**src/rtl/mdio_pkg.sv**
```systemverilog
// Shared types and constants for the Clause 22 MDIO PHY responder.
// Frame opcodes, frame-walker states, field widths, register indices.
package mdio_pkg;

  localparam int ADDR_W   = 5;
  localparam int DATA_W   = 16;
  localparam int NUM_REGS = 32;

  localparam logic [ADDR_W-1:0] REG_CTRL   = 5'd0;
  localparam logic [ADDR_W-1:0] REG_STATUS = 5'd1;
  localparam logic [ADDR_W-1:0] REG_ID1    = 5'd2;
  localparam logic [ADDR_W-1:0] REG_ID2    = 5'd3;

  typedef enum logic [1:0] {
    WRITE = 2'b01,
    READ  = 2'b10
  } mdio_op_e;

  typedef enum logic [2:0] {
    PRE,
    ST,
    OP,
    PHYAD,
    REGAD,
    TA,
    DATA
  } mdio_state_e;

  // Registers backed by parameters rather than storage.
  function automatic logic is_ro(input logic [ADDR_W-1:0] a);
    return (a == REG_STATUS) || (a == REG_ID1) || (a == REG_ID2);
  endfunction

endpackage

```
**src/rtl/mdio_sync_edge.sv**
```systemverilog
// Two-flop synchronizers for MDC/MDIO plus an MDC rising-edge pulse.
// Ports: clk, rst, mdc, mdio in; mdc_rise (1 clk pulse), mdio_s out.
module mdio_sync_edge (
  input  logic clk,
  input  logic rst,
  input  logic mdc,
  input  logic mdio,
  output logic mdc_rise,
  output logic mdio_s
);

  logic [2:0] mdc_q;
  logic [1:0] mdio_q;

  always_ff @(posedge clk) begin
    if (rst) begin
      mdc_q  <= '0;
      mdio_q <= '0;
    end else begin
      mdc_q  <= {mdc_q[1:0], mdc};
      mdio_q <= {mdio_q[0], mdio};
    end
  end

  // mdc_q[1] is the synchronized level, mdc_q[2] its previous value.
  assign mdc_rise = mdc_q[1] & ~mdc_q[2];
  assign mdio_s   = mdio_q[1];

endmodule

```
**src/rtl/mdio_phy_responder.sv**
```systemverilog
// Clause 22 MDIO target: decodes MDC/MDIO frames, serves 32x16 regs.
// Ports: clk_i/rst_i, mdc_i/mdio_i pins, mdio_o/mdio_oe_o drive,
// ctrl_o (reg 0), wr_valid_o/wr_addr_o/wr_data_o commit strobe.
module mdio_phy_responder
  import mdio_pkg::*;
#(
  parameter logic [4:0]  PhyAddr     = 5'd1,
  parameter int          PreambleLen = 32,
  parameter logic [15:0] PhyId1      = 16'h0141,
  parameter logic [15:0] PhyId2      = 16'h0DD0,
  parameter logic [15:0] StatusVal   = 16'h796D
) (
  input  logic              clk_i,
  input  logic              rst_i,
  input  logic              mdc_i,
  input  logic              mdio_i,
  output logic              mdio_o,
  output logic              mdio_oe_o,
  output logic [DATA_W-1:0] ctrl_o,
  output logic              wr_valid_o,
  output logic [ADDR_W-1:0] wr_addr_o,
  output logic [DATA_W-1:0] wr_data_o
);

  localparam logic [5:0] PRE_MAX = 6'(PreambleLen);

  logic rise;
  logic bit_s;

  mdio_sync_edge u_sync (
    .clk      (clk_i),
    .rst      (rst_i),
    .mdc      (mdc_i),
    .mdio     (mdio_i),
    .mdc_rise (rise),
    .mdio_s   (bit_s)
  );

  mdio_state_e       state;
  logic [5:0]        pre_cnt;
  logic [3:0]        bit_cnt;
  logic              op_hi;
  logic              is_read;
  logic [ADDR_W-1:0] phy_q;
  logic [ADDR_W-1:0] reg_q;
  logic [DATA_W-1:0] shreg;
  logic              rd_act;
  logic              wr_act;
  logic [DATA_W-1:0] regs [NUM_REGS];

  logic [DATA_W-1:0] rd_val;
  logic [DATA_W-1:0] wdata;

  always_comb begin
    rd_val = regs[reg_q];
    unique case (reg_q)
      REG_STATUS: rd_val = StatusVal;
      REG_ID1:    rd_val = PhyId1;
      REG_ID2:    rd_val = PhyId2;
      default:    rd_val = regs[reg_q];
    endcase
  end

  assign wdata  = {shreg[DATA_W-2:0], bit_s};
  assign ctrl_o = regs[REG_CTRL];

  always_ff @(posedge clk_i) begin
    if (rst_i) begin
      state      <= PRE;
      pre_cnt    <= '0;
      bit_cnt    <= '0;
      op_hi      <= 1'b0;
      is_read    <= 1'b0;
      phy_q      <= '0;
      reg_q      <= '0;
      shreg      <= '0;
      rd_act     <= 1'b0;
      wr_act     <= 1'b0;
      mdio_o     <= 1'b0;
      mdio_oe_o  <= 1'b0;
      wr_valid_o <= 1'b0;
      wr_addr_o  <= '0;
      wr_data_o  <= '0;
      for (int i = 0; i < NUM_REGS; i++) begin
        regs[i] <= '0;
      end
    end else begin
      wr_valid_o <= 1'b0;
      if (rise) begin
        unique case (state)
          PRE: begin
            if (bit_s) begin
              if (pre_cnt != PRE_MAX) begin
                pre_cnt <= pre_cnt + 6'd1;
              end
            end else if (pre_cnt == PRE_MAX) begin
              state <= ST;
            end else begin
              pre_cnt <= '0;
            end
          end
          ST: begin
            pre_cnt <= '0;
            bit_cnt <= '0;
            state   <= bit_s ? OP : PRE;
          end
          OP: begin
            if (bit_cnt == 4'd0) begin
              op_hi   <= bit_s;
              bit_cnt <= 4'd1;
            end else begin
              bit_cnt <= '0;
              unique case ({op_hi, bit_s})
                READ: begin
                  is_read <= 1'b1;
                  state   <= PHYAD;
                end
                WRITE: begin
                  is_read <= 1'b0;
                  state   <= PHYAD;
                end
                default: state <= PRE;
              endcase
            end
          end
          PHYAD: begin
            phy_q <= {phy_q[ADDR_W-2:0], bit_s};
            if (bit_cnt == 4'd4) begin
              bit_cnt <= '0;
              state   <= REGAD;
            end else begin
              bit_cnt <= bit_cnt + 4'd1;
            end
          end
          REGAD: begin
            reg_q <= {reg_q[ADDR_W-2:0], bit_s};
            if (bit_cnt == 4'd4) begin
              bit_cnt <= '0;
              state   <= TA;
            end else begin
              bit_cnt <= bit_cnt + 4'd1;
            end
          end
          TA: begin
            if (bit_cnt == 4'd0) begin
              bit_cnt <= 4'd1;
              rd_act  <= is_read && (phy_q == PhyAddr);
              wr_act  <= !is_read && (phy_q == PhyAddr);
              // Master has released the line; drive TA bit 2 low.
              if (is_read && (phy_q == PhyAddr)) begin
                mdio_oe_o <= 1'b1;
                mdio_o    <= 1'b0;
                shreg     <= rd_val;
              end
            end else begin
              bit_cnt <= '0;
              state   <= DATA;
              if (rd_act) begin
                mdio_o <= shreg[DATA_W-1];
                shreg  <= {shreg[DATA_W-2:0], 1'b0};
              end
            end
          end
          DATA: begin
            if (rd_act) begin
              mdio_o <= shreg[DATA_W-1];
              shreg  <= {shreg[DATA_W-2:0], 1'b0};
            end else begin
              shreg <= wdata;
            end
            if (bit_cnt == 4'd15) begin
              state     <= PRE;
              pre_cnt   <= '0;
              bit_cnt   <= '0;
              rd_act    <= 1'b0;
              wr_act    <= 1'b0;
              mdio_oe_o <= 1'b0;
              mdio_o    <= 1'b0;
              if (wr_act && !is_ro(reg_q)) begin
                // Bit 15 of CTRL is a self-clearing soft reset.
                if (reg_q == REG_CTRL) begin
                  regs[reg_q] <= {1'b0, wdata[DATA_W-2:0]};
                end else begin
                  regs[reg_q] <= wdata;
                end
                wr_valid_o <= 1'b1;
                wr_addr_o  <= reg_q;
                wr_data_o  <= wdata;
              end
            end else begin
              bit_cnt <= bit_cnt + 4'd1;
            end
          end
          default: begin
            state   <= PRE;
            pre_cnt <= '0;
          end
        endcase
      end
    end
  end

endmodule

```
**config.mk**
```make
export PLATFORM = sky130hd
export DESIGN_NAME = mdio_phy_responder
export DESIGN_NICKNAME = d
export VERILOG_FILES = /design/src/rtl/mdio_pkg.sv /design/src/rtl/mdio_sync_edge.sv /design/src/rtl/mdio_phy_responder.sv
export SDC_FILE = /design/constraint.sdc
export NUM_CORES = 1
export LEC_CHECK = 0
export ABC_AREA = 0
export BUFFER_PORTS_ARGS = -buffer_cell sky130_fd_sc_hd__buf_2
export CORE_MARGIN = 2
export CORE_UTILIZATION = 40
export CTS_BUF_LIST = sky130_fd_sc_hd__clkbuf_2
export DETAILED_ROUTE_END_ITERATION = 16
export HOLD_SLACK_MARGIN = 0.15
export PLACE_DENSITY = 0.53
export SLEW_MARGIN = 20
export SYNTH_ARGS = -nofsm -noshare
export SYNTH_HDL_FRONTEND = slang
export SYNTH_SLANG_ARGS = --single-unit
```
**constraint.sdc**
```tcl
create_clock -name clk_i -period 3 [get_ports clk_i]
set_clock_uncertainty 0.15 [all_clocks]
set_input_delay 0.15 -clock clk_i [delete_from_list [all_inputs] [get_ports clk_i]]
set_output_delay 0.15 -clock clk_i [all_outputs]
set_load 0.05 [all_outputs]
```
==> flow_summary_export.csv <==
group,metric,value,unit
outcome,status,"completed",
sta,fin_crit_sh,0.947,
placed_design,gp_congestion,0.911,
power_and_ir_drop,power_frac_seq,0.601,
die,die_height,263,µm
die,start_util,0.402,
critical_path,start_kind,"register",
grt,grt-ovfl-total,0,
power_and_ir_drop,p_int,11600,µW
finish,mostFrequentLayoutCell,"edfxtp_1",
drt,vias,16617,
clock_tree,cts_made_buffers,154,
grt,track_usage,0.230,
power_and_ir_drop,power.density,508,mW/mm²
grt,antenna_found_initial,3,
drt,wirelength,78200,µm
die,num_rows,95,
logic_synthesis,async_flop_share,0,
logic_synthesis,synth_warnings,0,
power_and_ir_drop,combPwrFrac,0.033,
logic_synthesis,ys_seq_area_frac,0.629,
die,ios,44,
power_and_ir_drop,pwr-share-clk,0.366,
finish,final_cell_mix,"edfxtp_1, and2_1, clkbuf_2",
critical_path,criticalPathCategory,"register to register",
finish,fin_area,0.0302,mm²
clock_tree,cts_htree_levels,4,
sta,relSlewSlack,0.213,
logic_synthesis,ys_types,78,
critical_path,worstPathArrival,3.61,ns
drt,avgRoutedWirePerCell,25.2,µm
clock_tree,cts.sinks,589,
grt,first_global_vias,17096,
sta,clock.fmax,352,MHz
placed_design,dpl.hpwl,51900,µm
critical_path,worst-path-max-fanout,16,
logic_synthesis,avgSynthCellArea,14.2,µm²
die,dieArea,0.0693,mm²
sta,hold_violations,0,
grt,grt_pass1_wl,116000,µm
finish,layout-drive-gt1-share,0.278,
power_and_ir_drop,irDropWorstVdd,0.207,mV
grt,grt_max_degree,145,
drt,drt_pass1_iterations,8,
clock_tree,clockBufferDepth,3,
drt,avgViaCountPerCell,5.36,
placed_design,port_buffers,43,
power_and_ir_drop,power.leakage,0.0111,µW
logic_synthesis,ys_seq_elements,589,
logic_synthesis,synth_edf_count,512,
drt,drc,0,
sta,rsz0062_at_grt,"false",
sta,min_period,2.84,ns
sta,hold_ws,0.286,ns
critical_path,crit_path_end_kind,"register",
logic_synthesis,syn_inst,1888,
clock_tree,clk_pin_slew,0.09,ns
sta,worstMarginPinSlew,1.18,ns
finish,n_fill_cell,6034,
flow_run,drv_cap,0,
clock_tree,cts_tree,"done",
finish,nNetsFinal,2124,
placed_design,dpl-instance-area,0.0287,mm²
die,core,0.0668,mm²
critical_path,worstPathRequired,3.77,ns
drt,drtIter0Drc,1612,
power_and_ir_drop,p_sw,3720,µW
clock_tree,cts_root_buffer,"clkbuf_2",
clock_tree,clock_latency,1.36,ns
sta,drv_slew,0,
finish,area_growth,12.3,%
min_path,hp-class,"register to register",
power_and_ir_drop,switching_share,0.243,
drt,ant_nets,0,
sta,setup_viol,0,
logic_synthesis,mappedNetlistArea,0.0269,mm²
logic_synthesis,synth_ff_type,"edfxtp_1",
die,die_w,263,µm
[power by group through the flow]
stage	logic, µW	registers (µW)	clock network [µW]
detailed placement	495	9420	0
global placement	490	9410	0
CTS	505	9230	5800
finish	502	9230	5610
global route	531	9250	6220
floorplan	261	9400	0
[state kept, by name (all words and copies together), names as in the netlist, 2 cells and up, named ones only]
| signal | cells |
|---|---|
| reg_q | 5 |
| u_sync.mdio_q | 2 |
| wr_data_o | 16 |
| u_sync.mdc_q | 3 |
| shreg | 16 |
| wr_addr_o | 5 |
| phy_q | 5 |
| bit_cnt | 4 |
| regs | 512 |
| pre_cnt | 6 |
| state | 3 |
[per-layer routing]
metal,vias up,GRT usage,wire [µm]
li1,7415,-,-
met1,8474,0.310,34100
met2,596,0.363,36700
met3,132,0.0529,4680
met4,0,0.0902,2620
met5,-,0,0
[worst paths after layout]
path                         start               end  slack [ns]  depth (start not counted)
hold reg to reg   u_sync.mdio_q[0]  u_sync.mdio_q[1]        0.29                          1
setup / recovery        bit_cnt[0]       regs[21][4]        0.16                          8
hold / removal    u_sync.mdio_q[0]  u_sync.mdio_q[1]        0.29                          1
setup reg to reg        bit_cnt[0]       regs[21][4]        0.16                          8
[cell type report]
| type | count | area (µm²) | area share |
|---|---|---|---|
| Sequential cell | 589 | 16900 | 0.561 |
| Multi-Input combinational cell | 1170 | 9250 | 0.306 |
| Timing Repair Buffer | 188 | 1500 | 0.0498 |
| Clock buffer | 238 | 1190 | 0.0394 |
| Tap cell | 873 | 1090 | 0.0362 |
| Clock inverter | 25 | 174 | 0.00576 |
| Inverter | 12 | 45.0 | 0.00149 |
| Antenna cell | 6 | 15.0 | 0.000497 |
[cell usage after synthesis (5+ instances only)]
cell type / number / area share
nor2_2: 17 / 0.0040
mux4_2: 124 / 0.10
dfxtp_1: 77 / 0.057
and2_1: 438 / 0.10
inv_1: 10 / 0.0014
nand2_1: 79 / 0.011
a2111oi_0: 5 / 0.0016
nand3_1: 23 / 0.0043
clkbuf_1: 88 / 0.012
ha_1: 5 / 0.0023
nor2b_1: 15 / 0.0035
nor3_1: 42 / 0.0078
o22ai_1: 22 / 0.0051
or2_2: 21 / 0.0049
buf_6: 15 / 0.0063
nor2_4: 6 / 0.0025
mux2i_1: 53 / 0.020
nand2b_1: 9 / 0.0021
buf_1: 7 / 0.00098
a21oi_1: 46 / 0.0086
a31oi_1: 7 / 0.0016
edfxtp_1: 512 / 0.57
nor2_1: 76 / 0.011
o21ai_1: 5 / 0.00093
o21ai_0: 13 / 0.0024
buf_4: 21 / 0.0059
buf_2: 32 / 0.0060
or2_1: 9 / 0.0021
nand3b_1: 7 / 0.0020
a211oi_1: 9 / 0.0025
[worst max-delay path: stages (launching register included)]
cell      delay, ns
dfxtp_1        0.39
ha_1           0.19
and4_4         0.25
nand3_2        0.15
nor3_4         0.37
nand3b_4       0.19
buf_12         0.20
nor2_2         0.12
or2_2          0.44
[metrics by stage]
step | power (µW) | instances | setup TNS, ns | util | worst slack, ns
finish | 15300 | 3101 | 0 | 0.452 | 0.158
global route | 16000 | 3100 | 0 | 0.452 | 0.00862
CTS | 15500 | 3094 | 0 | 0.451 | 0.0718
detailed placement | 9910 | 2822 | -0.295 | 0.429 | -0.214
global placement | 9900 | 2822 | -0.342 | 0.429 | -0.227
floorplan | 9660 | 1936 | 0 | - | 0.319
[timing repair]
item | CTS | global route
pin swaps | 0 | 1
buffers inserted | 0 | 1
resized for setup | 2 | 5
hold buffers | 9 | 0
endpoints found under the setup margin | 3 | 53
hold endpoints to repair | 1052 | 0
[logic make-up after synthesis]
kind of cell	after synthesis	synth area share
mux	179	0.124
flops	589	0.629
fa+ha+maj	5	0.00233
xor+xnor	5	0.00163
buf+inv	177	0.0342
compound gates	153	0.0372
simple gates	779	0.171
other cells	1	0.000140
Power figures use the tool's default switching activity.
